===== src/rtl/vmem_arb_pkg.sv =====
// Shared types, default widths and the round-robin helper for the memory port arbiter.
package vmem_arb_pkg;

   typedef enum logic [0:0] {
      IDLE,
      LOCKED
   } state_e;

   localparam int unsigned DefaultAw = 8;
   localparam int unsigned DefaultDw = 8;

   // Next requester index after idx, wrapping at nreq.
   function automatic int unsigned rr_next(input int unsigned idx, input int unsigned nreq);
      return (idx + 1 >= nreq) ? 0 : idx + 1;
   endfunction

endpackage


===== src/rtl/vmem_port_arbiter_if.sv =====
// Bundle of requester handshake, response and memory-port signals around the arbiter.
interface vmem_port_arbiter_if #(
   parameter int unsigned NREQ = 2,
   parameter int unsigned AW   = 8,
   parameter int unsigned DW   = 8
);
   logic [NREQ-1:0]    req_valid;
   logic [NREQ-1:0]    req_we;
   logic [NREQ-1:0]    req_lock;
   logic [NREQ*AW-1:0] req_addr;
   logic [NREQ*DW-1:0] req_wdata;
   logic [NREQ-1:0]    req_ready;
   logic [NREQ-1:0]    rsp_valid;
   logic [DW-1:0]      rsp_data;
   logic               mem_ren;
   logic               mem_wen;
   logic [AW-1:0]      mem_addr;
   logic [DW-1:0]      mem_wdata;
   logic [DW-1:0]      mem_rdata;
   logic               lock_abort;

   // Requesters plus memory model side.
   modport master (
      output req_valid, req_we, req_lock, req_addr, req_wdata, mem_rdata,
      input  req_ready, rsp_valid, rsp_data, mem_ren, mem_wen, mem_addr, mem_wdata,
             lock_abort
   );

   // Arbiter side.
   modport slave (
      input  req_valid, req_we, req_lock, req_addr, req_wdata, mem_rdata,
      output req_ready, rsp_valid, rsp_data, mem_ren, mem_wen, mem_addr, mem_wdata,
             lock_abort
   );
endinterface


===== src/rtl/rr_pick.sv =====
// Combinational rotate-priority picker: first valid requester at or after ptr wins.
module rr_pick #(
   parameter int unsigned NREQ = 2,
   parameter int unsigned IW   = 1
) (
   input  logic [NREQ-1:0] valid,
   input  logic [IW-1:0]   ptr,
   output logic [NREQ-1:0] grant,
   output logic [IW-1:0]   idx,
   output logic            any
);

   // Walk ptr, ptr+1, ... modulo NREQ and take the first valid one.
   always_comb begin
      int unsigned j;
      j     = 0;
      grant = '0;
      idx   = '0;
      any   = 1'b0;
      for (int unsigned k = 0; k < NREQ; k++) begin
         j = 32'(ptr) + k;
         if (j >= NREQ) j = j - NREQ;
         for (int unsigned i = 0; i < NREQ; i++) begin
            if (!any && (i == j) && valid[i]) begin
               any      = 1'b1;
               grant[i] = 1'b1;
               idx      = IW'(i);
            end
         end
      end
   end

endmodule


===== src/rtl/vmem_port_arbiter.sv =====
// Round-robin arbiter sharing one 1R1W memory port between NREQ requesters, with bounded lock.
module vmem_port_arbiter
   import vmem_arb_pkg::*;
#(
   parameter int unsigned AW       = DefaultAw,
   parameter int unsigned DW       = DefaultDw,
   parameter int unsigned NREQ     = 2,
   parameter int unsigned LOCK_MAX = 15
) (
   input logic              clk,
   input logic              rst,
   vmem_port_arbiter_if.slave bus
);

   localparam int unsigned IW = (NREQ > 1) ? $clog2(NREQ) : 1;
   localparam int unsigned CW = $clog2(LOCK_MAX + 1);

   state_e          state_q, state_d;
   logic [IW-1:0]   ptr_q, ptr_d;
   logic [IW-1:0]   owner_q, owner_d;
   logic [CW-1:0]   cnt_q, cnt_d;
   logic [NREQ-1:0] rsp_q, rsp_d;

   logic [NREQ-1:0] pick_grant;
   logic [IW-1:0]   pick_idx;
   logic            pick_any;

   logic [NREQ-1:0] ready;
   logic            beat;
   logic [IW-1:0]   beat_idx;
   logic            beat_we;
   logic            beat_lock;
   logic [AW-1:0]   addr_mux;
   logic [DW-1:0]   wdata_mux;
   logic            abort;

   rr_pick #(
      .NREQ (NREQ),
      .IW   (IW)
   ) u_pick (
      .valid (bus.req_valid),
      .ptr   (ptr_q),
      .grant (pick_grant),
      .idx   (pick_idx),
      .any   (pick_any)
   );

   // Ready: round-robin winner in IDLE, owner only (even when idle) in LOCKED, none in reset.
   always_comb begin
      ready = '0;
      if (!rst) begin
         if (state_q == IDLE) begin
            ready = pick_any ? pick_grant : '0;
         end else begin
            ready[owner_q] = 1'b1;
         end
      end
   end

   // Accepted beat decode and memory-port data mux; port is zeroed when no beat.
   always_comb begin
      beat      = 1'b0;
      beat_idx  = '0;
      beat_we   = 1'b0;
      beat_lock = 1'b0;
      addr_mux  = '0;
      wdata_mux = '0;
      for (int unsigned i = 0; i < NREQ; i++) begin
         if (ready[i] && bus.req_valid[i]) begin
            beat      = 1'b1;
            beat_idx  = IW'(i);
            beat_we   = bus.req_we[i];
            beat_lock = bus.req_lock[i];
            addr_mux  = bus.req_addr[i*AW +: AW];
            wdata_mux = bus.req_wdata[i*DW +: DW];
         end
      end
   end

   // Next-state logic for FSM, pointer, owner and lock counter.
   always_comb begin
      state_d = state_q;
      ptr_d   = ptr_q;
      owner_d = owner_q;
      cnt_d   = cnt_q;
      abort   = 1'b0;
      unique case (state_q)
         IDLE: begin
            if (beat) begin
               ptr_d = IW'(rr_next(32'(beat_idx), NREQ));
               if (beat_lock) begin
                  state_d = LOCKED;
                  owner_d = beat_idx;
                  cnt_d   = CW'(1);
               end
            end
         end
         LOCKED: begin
            if (cnt_q == CW'(LOCK_MAX)) begin
               // Forced release; an owner beat this cycle still goes through but cannot relock.
               abort   = 1'b1;
               state_d = IDLE;
               ptr_d   = IW'(rr_next(32'(owner_q), NREQ));
               cnt_d   = '0;
            end else if (beat && !beat_lock) begin
               state_d = IDLE;
               ptr_d   = IW'(rr_next(32'(owner_q), NREQ));
               cnt_d   = '0;
            end else begin
               cnt_d = cnt_q + CW'(1);
            end
         end
         default: state_d = IDLE;
      endcase
   end

   // Response tag: one-hot of the read accepted this cycle.
   always_comb begin
      rsp_d = ready & bus.req_valid & ~bus.req_we;
   end

   // State registers with synchronous reset.
   always_ff @(posedge clk) begin
      if (rst) begin
         state_q <= IDLE;
         ptr_q   <= '0;
         owner_q <= '0;
         cnt_q   <= '0;
         rsp_q   <= '0;
      end else begin
         state_q <= state_d;
         ptr_q   <= ptr_d;
         owner_q <= owner_d;
         cnt_q   <= cnt_d;
         rsp_q   <= rsp_d;
      end
   end

   // Output drive; a response in flight is masked while reset is held.
   always_comb begin
      bus.req_ready  = ready;
      bus.mem_wen    = beat & beat_we;
      bus.mem_ren    = beat & ~beat_we;
      bus.mem_addr   = addr_mux;
      bus.mem_wdata  = wdata_mux;
      bus.rsp_valid  = rst ? '0 : rsp_q;
      bus.rsp_data   = bus.mem_rdata;
      bus.lock_abort = abort & ~rst;
   end

endmodule

===== src/flat_wrapper.sv =====
// flat-port wrapper written by rule: the top's interface ports become plain ports
module vmem_port_arbiter_flat import vmem_arb_pkg::*;
#(
   parameter int unsigned AW       = DefaultAw,
   parameter int unsigned DW       = DefaultDw,
   parameter int unsigned NREQ     = 2,
   parameter int unsigned LOCK_MAX = 15
)
  (clk, rst, bus_req_valid, bus_req_we, bus_req_lock, bus_req_addr, bus_req_wdata, bus_mem_rdata, bus_req_ready, bus_rsp_valid, bus_rsp_data, bus_mem_ren, bus_mem_wen, bus_mem_addr, bus_mem_wdata, bus_lock_abort);
  vmem_port_arbiter_if #(.NREQ(NREQ), .AW(AW), .DW(DW)) bus_i ();
  input logic clk;
  input logic rst;
  input wire logic [$bits(bus_i.req_valid)-1:0] bus_req_valid;
  input wire logic [$bits(bus_i.req_we)-1:0] bus_req_we;
  input wire logic [$bits(bus_i.req_lock)-1:0] bus_req_lock;
  input wire logic [$bits(bus_i.req_addr)-1:0] bus_req_addr;
  input wire logic [$bits(bus_i.req_wdata)-1:0] bus_req_wdata;
  input wire logic [$bits(bus_i.mem_rdata)-1:0] bus_mem_rdata;
  output wire logic [$bits(bus_i.req_ready)-1:0] bus_req_ready;
  output wire logic [$bits(bus_i.rsp_valid)-1:0] bus_rsp_valid;
  output wire logic [$bits(bus_i.rsp_data)-1:0] bus_rsp_data;
  output wire logic [$bits(bus_i.mem_ren)-1:0] bus_mem_ren;
  output wire logic [$bits(bus_i.mem_wen)-1:0] bus_mem_wen;
  output wire logic [$bits(bus_i.mem_addr)-1:0] bus_mem_addr;
  output wire logic [$bits(bus_i.mem_wdata)-1:0] bus_mem_wdata;
  output wire logic [$bits(bus_i.lock_abort)-1:0] bus_lock_abort;
  assign bus_i.req_valid = bus_req_valid;
  assign bus_i.req_we = bus_req_we;
  assign bus_i.req_lock = bus_req_lock;
  assign bus_i.req_addr = bus_req_addr;
  assign bus_i.req_wdata = bus_req_wdata;
  assign bus_i.mem_rdata = bus_mem_rdata;
  assign bus_req_ready = bus_i.req_ready;
  assign bus_rsp_valid = bus_i.rsp_valid;
  assign bus_rsp_data = bus_i.rsp_data;
  assign bus_mem_ren = bus_i.mem_ren;
  assign bus_mem_wen = bus_i.mem_wen;
  assign bus_mem_addr = bus_i.mem_addr;
  assign bus_mem_wdata = bus_i.mem_wdata;
  assign bus_lock_abort = bus_i.lock_abort;
  vmem_port_arbiter #(.AW(AW), .DW(DW), .NREQ(NREQ), .LOCK_MAX(LOCK_MAX)) u_core (.clk(clk), .rst(rst), .bus(bus_i));
endmodule

===== config.mk =====
export PLATFORM = sky130hd
export DESIGN_NAME = vmem_port_arbiter_flat
export DESIGN_NICKNAME = d
export VERILOG_FILES = /design/src/rtl/vmem_arb_pkg.sv /design/src/rtl/vmem_port_arbiter_if.sv /design/src/rtl/rr_pick.sv /design/src/rtl/vmem_port_arbiter.sv /design/src/flat_wrapper.sv
export SDC_FILE = /design/constraint.sdc
export NUM_CORES = 1
export LEC_CHECK = 0
export ABC_CLOCK_PERIOD_IN_PS = 1900
export CAP_MARGIN = 20
export CORE_MARGIN = 2
export CORE_UTILIZATION = 31
export DETAILED_ROUTE_END_ITERATION = 8
export MAX_ROUTING_LAYER = met4
export PLACE_DENSITY_LB_ADDON = 0.25
export SLEW_MARGIN = 20
export SYNTH_ARGS = -nofsm -noshare
export SYNTH_HDL_FRONTEND = slang
export SYNTH_HIERARCHICAL = 1
export SYNTH_SLANG_ARGS = --single-unit

===== constraint.sdc =====
create_clock -name clk -period 1.9 [get_ports clk]
set_clock_uncertainty 0.05 [all_clocks]
set_input_delay 0.285 -clock clk [delete_from_list [all_inputs] [get_ports clk]]
set_output_delay 0.285 -clock clk [all_outputs]
set_load 0.05 [all_outputs]

==> impl_metrics.env, run 1 <==
export IMPL_dpl_cell_count=201
export IMPL_ioPinCount=79
export IMPL_synthesis_nets=153
export IMPL_fmax_ghz=0.4669
export IMPL_max_vdd_ir_drop_mv=0.4738
export IMPL_cts_tree="yes"
export IMPL_end_kind="output pin"
export IMPL_grt_usage_pct=22.77
export IMPL_die_w_um=57.53
export IMPL_synth_top_cell_area_share_pct=20.28
export IMPL_viasPerCell=5.318
export IMPL_n_antenna_cell=0
export IMPL_num_vias=1170
export IMPL_finalCritPeriodShare_pct=112.7
export IMPL_async_flop_share_pct=0
export IMPL_nNetsFinal=239
export IMPL_setup_tns_ps=-4436
export IMPL_dr_pass1_iters=4
export IMPL_stdcell_count=220
export IMPL_wl_per_cell_um=17.15
export IMPL_syn_avg_cell_area_um2=8.542
export IMPL_synth_area_leaders="dfxtp_1 20%, a22o_1 17%, buf_4 8.5%"
export IMPL_violations="setup timing"
export IMPL_power_leakage_uw=0.0008756
export IMPL_initial_core_util_pct=32.49
export IMPL_rsz0062_at_grt="yes"
export IMPL_area_growth_pct=129.2
export IMPL_grt_pass1_wl_mm=5.720
export IMPL_synth_cells=104
export IMPL_yosys_warnings=6
export IMPL_fin_crit_ps=2142
export IMPL_hp_class="reg -> reg"
export IMPL_relSlewSlack_pct=77.81
export IMPL_synth_edf_count=0
export IMPL_cts_path_max_buffers=2
export IMPL_drc=0
export IMPL_fp_row_count=19
export IMPL_status="finished with violations"
export IMPL_hold_viol=0
export IMPL_ys_flop_type="dfxtp_1"
export IMPL_seqCellArea_um2=185.2
export IMPL_cp_arrival_ps=1810
export IMPL_cts_sinks=9
export IMPL_antenna_found_initial=0
export IMPL_core_um2=2734
export IMPL_cp_start_kind="flip-flop"
export IMPL_ys_types=44
export IMPL_critical_path_class="reg -> out"
export IMPL_layout_commonest_cell="clkdlybuf4s50_1"
export IMPL_post_route_util_pct=74.46
export IMPL_yosysTopAreaCell="dfxtp_1"
export IMPL_grt_pass1_vias=1208
export IMPL_drive_above_1_share_pct=49.74
export IMPL_die_y_um=57.53
export IMPL_cts_clk_slew_worst_paths_ps=60
export IMPL_grt_start_max_net_pins=12
export IMPL_crit_required_ps=1560
export IMPL_cts_root_buf="clkbuf_4"
export IMPL_setup_violations=25
export IMPL_grt_overflow=0
export IMPL_power_density_nw_per_um2=395.5
export IMPL_maxSlewViolCount=0
export IMPL_layout_setup_ws_ps=-241.9
export IMPL_final_cell_mix="36 x clkdlybuf4s50_1, 24 x buf_4, 23 x buf_6"
export IMPL_postCtsHoldBufs=0
export IMPL_drtIter0Drc=17
export IMPL_cp_max_fo=9
export IMPL_n_fill_cell=189
export IMPL_gp_congestion=0.7488
export IMPL_cts_buffers=3
export IMPL_ys_seq_area_share_pct=20.28
export IMPL_yosys_register_bits=9
export IMPL_worst_pin_slew_ps=329.3
export IMPL_detail_route_antenna_nets=0
export IMPL_syn_cell_area_um2=888.4
export IMPL_wl_mm=3.774
export IMPL_port_buffers=62
export IMPL_fp_dieArea_um2=3310
export IMPL_drv_cap=0
export IMPL_htreeDepth=1
export IMPL_place_hpwl_mm=2.694
export IMPL_multiInputGateArea_um2=760.7
export IMPL_clk_latency_ps=260
export IMPL_pre_cts_ws_ps=-630.7
-- final cells by class --
cell class	count	share of cell area (%)
clock buffer	4	1.291
inverter	3	0.7990
multi-input combinational	77	37.37
sequential	9	9.097
tap	31	1.905
timing repair buffer	96	49.54
-- synth_stat cells (2+ instances only) --
library cell	count
nor2b_1	3
buf_4	10
a211o_1	2
nor2_1	6
o211ai_1	2
a21boi_1	3
or3_1	2
mux2i_1	2
dfxtp_1	9
buf_2	3
a211oi_1	2
nand2_1	9
nand3_1	3
inv_1	2
a22o_1	17
-- layer usage --
layer | share of wire (%) | track usage, % | up-vias
met1 | 34 | 23.76 | 564
li1 | - | - | 563
met4 | 0.45 | 3.987 | 0
met2 | 59 | 44.81 | 41
met3 | 6.4 | 3.175 | 2
met5 | 0 | - | -
-- worst paths after layout --
| path | from | endpoint | slack, ps | cells past startpoint |
|---|---|---|---|---|
| max | u_core/ptr_q$_SDFFE_PP0P_ | bus_mem_wdata[7] | -240 | 7 |
| max reg2reg | u_core/ptr_q$_SDFFE_PP0P_ | u_core/owner_q$_SDFFE_PP0P_ | -120 | 10 |
| min reg2reg | u_core/cnt_q[1]$_SDFFE_PP0P_ | u_core/cnt_q[1]$_SDFFE_PP0P_ | 490 | 1 |
| min | u_core/cnt_q[1]$_SDFFE_PP0P_ | u_core/cnt_q[1]$_SDFFE_PP0P_ | 490 | 1 |
-- cell families after synthesis --
kind of cell | share of synthesized area [%]
multiplexers | 3.521
AO/OA/AOI/OAI | 37.61
buffers and inverters | 13.10
adder cells (fa/ha/maj) | 1.408
AND/OR/NAND/NOR | 24.09
flip-flops | 20.28
-- flip-flops by register name, indices dropped and copies added (netlist names) --
register	count
u_core/cnt_q	4
u_core/owner_q	1
u_core/ptr_q	1
u_core/rsp_q	2
u_core/state_q	1
-- critical path: stages (launching register included) --
cell,delay [ps]
dfxtp_4,370
a21boi_2,140
and4bb_1,260
o21ai_2,90
nor2_4,200
buf_12,150
a22o_1,160
buf_6,170
-- through the flow --
step / power [µW] / instance area (µm²) / hold WS, ps
finish: 805.2 / 2036 / 490.4
CTS: 793.8 / 1994 / 487.0
global placement: 579.1 / 1737 / 453.4
global route: 838.5 / 2036 / 502.1
detailed placement: 589.5 / 1737 / 469.4
floorplan: 452.1 / 1022 / 307.4
-- where the power goes --
group / leakage [µW] / internal, µW / total, µW / switching (µW)
combinational: 0.000786 / 241 / 446 / 205
clock: 0.0000150 / 81.0 / 149 / 68.0
sequential: 0.0000742 / 198 / 210 / 12.1
total: 0.000876 / 520 / 805 / 285
-- timing repair --
action                                  in CTS  in global routing
endpoints found under the setup margin      27                 26
setup buffers                               14                  3
cloned                                       1                  0
pin swaps                                    8                  6
resized for setup                           40                 14
Note: power is estimated with default switching activity, not from simulation.
==> run 2, diff against run 1 <==
ABC_CLOCK_PERIOD_IN_PS = 2400   (was 1900)
clock period = 2.4 ns   (was 1.9 ns; I/O delays follow)
==> run 2 against run 1 <==
The run now ends clean. Final area down 19%. Largest cell class unchanged. Wire length decreased by 23%. Setup slack improved by 340 ps. Cell count shrank 7.7%. Critical path type is now in -> out.
==> impl_metrics.env, run 2 (synthesized netlist as in run 1, its figures left out) <==
export IMPL_final_cell_area_um2=1658
export IMPL_hold_viol=0
export IMPL_die_w_um=57.53
export IMPL_finalCritPeriodShare_pct=95.79
export IMPL_final_cell_mix="36 x clkdlybuf4s50_1, 30 x buf_4, 17 x a22o_1"
export IMPL_layout_commonest_cell="clkdlybuf4s50_1"
export IMPL_max_vdd_ir_drop_mv=0.2311
export IMPL_cp_max_fo=19
export IMPL_drive_above_1_share_pct=32.56
export IMPL_dr_pass1_iters=4
export IMPL_power_density_nw_per_um2=337.9
export IMPL_gp_congestion=0.7712
export IMPL_slowest_delay_ps=290
export IMPL_setup_violations=0
export IMPL_grt_pass1_wl_mm=4.733
export IMPL_fp_dieArea_um2=3310
export IMPL_grt_start_max_net_pins=20
export IMPL_top_register="u_core/cnt_q"
export IMPL_critPathSlowestCell="dlygate4sd2_1"
export IMPL_maxSlewViolCount=0
export IMPL_clk_latency_ps=260
export IMPL_area_growth_pct=86.62
export IMPL_end_kind="output pin"
export IMPL_layout_setup_ws_ps=101.0
export IMPL_cp_start_kind="primary input"
export IMPL_grt_usage_pct=18.23
export IMPL_wl_per_cell_um=14.24
export IMPL_core_um2=2734
export IMPL_power_leakage_uw=0.0006945
export IMPL_grt_pass1_vias=1166
export IMPL_drtIter0Drc=25
export IMPL_port_buffers=62
export IMPL_cts_sinks=9
export IMPL_top_regs="u_core/cnt_q (4), u_core/rsp_q (2)"
export IMPL_total_power_uw=560.2
export IMPL_nNetsFinal=222
export IMPL_initial_core_util_pct=32.49
export IMPL_hp_class="reg -> reg"
export IMPL_cp_cell_sequence="dlygate4sd2_1 -> or2_1 -> and4bb_1 -> o21ai_2 -> nor2_4 -> buf_12 -> a22o_1 -> buf_4"
export IMPL_crit_required_ps=1990
export IMPL_status="finished, final reports clean"
export IMPL_whs_ps=489.8
export IMPL_critical_path_class="in -> out"
export IMPL_wl_mm=2.891
export IMPL_drc=0
export IMPL_fin_crit_ps=2299
export IMPL_cts_tree="yes"
export IMPL_detail_route_antenna_nets=0
export IMPL_drv_cap=0
export IMPL_postCtsHoldBufs=0
export IMPL_pre_cts_ws_ps=-125.6
export IMPL_die_y_um=57.53
export IMPL_cts_path_max_buffers=2
export IMPL_largest_reg_flops=4
export IMPL_n_antenna_cell=0
export IMPL_cts_clk_slew_worst_paths_ps=70
export IMPL_rsz0062_at_grt="no"
export IMPL_ioPinCount=79
export IMPL_cts_buffers=3
export IMPL_placed_cell_area_um2=1603
export IMPL_place_hpwl_mm=2.393
export IMPL_cp_arrival_ps=1890
export IMPL_htreeDepth=1
export IMPL_viasPerCell=5.286
export IMPL_relSlewSlack_pct=78.24
export IMPL_worst_pin_slew_ps=317.4
export IMPL_fmax_ghz=0.4350
export IMPL_fp_row_count=19
export IMPL_antenna_found_initial=0
export IMPL_grt_overflow=0
export IMPL_cts_root_buf="clkbuf_4"
export IMPL_num_vias=1073
==> run 2: per-layer routing <==
layer	routed length, µm	up-vias	global-route usage, %	part of all wire [%]
li1	-	525	-	-
met1	1143	490	19.01	40
met2	1504	50	33.28	52
met3	194	8	3.401	6.7
met4	48	0	7.309	1.7
met5	0	-	-	0
==> run 2: where the power goes <==
group          internal, µW  total [µW]  leakage, µW  switching [µW]
registers               156         165    0.0000731            8.41
logic                   142         277     0.000606             135
clock network          64.0         118    0.0000150            54.4
==> run 2: area by class of cell <==
class,count,area [µm²]
clock buffer,4,26.28
fill,239,1076
inverter,3,11.26
multi-input combinational,77,611.8
sequential,9,180.2
tap,31,38.79
timing repair buffer,79,789.5
==> run 2: stage by stage <==
step	utilization [%]	TNS, ps	cells
after floorplan	-	0	104
after global placement	58.63	-1529	198
after CTS	60.32	0	203
after detailed placement	58.63	-2177	198
final	60.64	0	203
after global routing	60.64	0	203
==> run 2: critical path: cells and delay by family <==
kind / cells / cell delay, ps
AO/OA/AOI/OAI: 2 / 360
AND/OR/NAND/NOR: 3 / 530
buffers and inverters: 3 / 630
==> run 2: timing repair <==
action | 4_1_cts | 5_1_grt
setup buffers | 1 | 0
pin swaps | 2 | 0
setup endpoints to repair | 18 | 14
cloned | 0 | 0
endpoints found under the hold margin | 0 | 0
gates resized for setup | 6 | 2
==> run 2: final timing paths <==
check / slack (ps) / cells after the start / start / endpoint
worst max-delay path: 100 / 8 / bus_req_valid[0] / bus_mem_wen
worst min-delay path: 490 / 1 / u_core/cnt_q[1]$_SDFFE_PP0P_ / u_core/cnt_q[1]$_SDFFE_PP0P_
worst max register to register: 480 / 6 / u_core/state_q$_SDFF_PP0_ / u_core/cnt_q[1]$_SDFFE_PP0P_
worst min register to register: 490 / 1 / u_core/cnt_q[1]$_SDFFE_PP0P_ / u_core/cnt_q[1]$_SDFFE_PP0P_
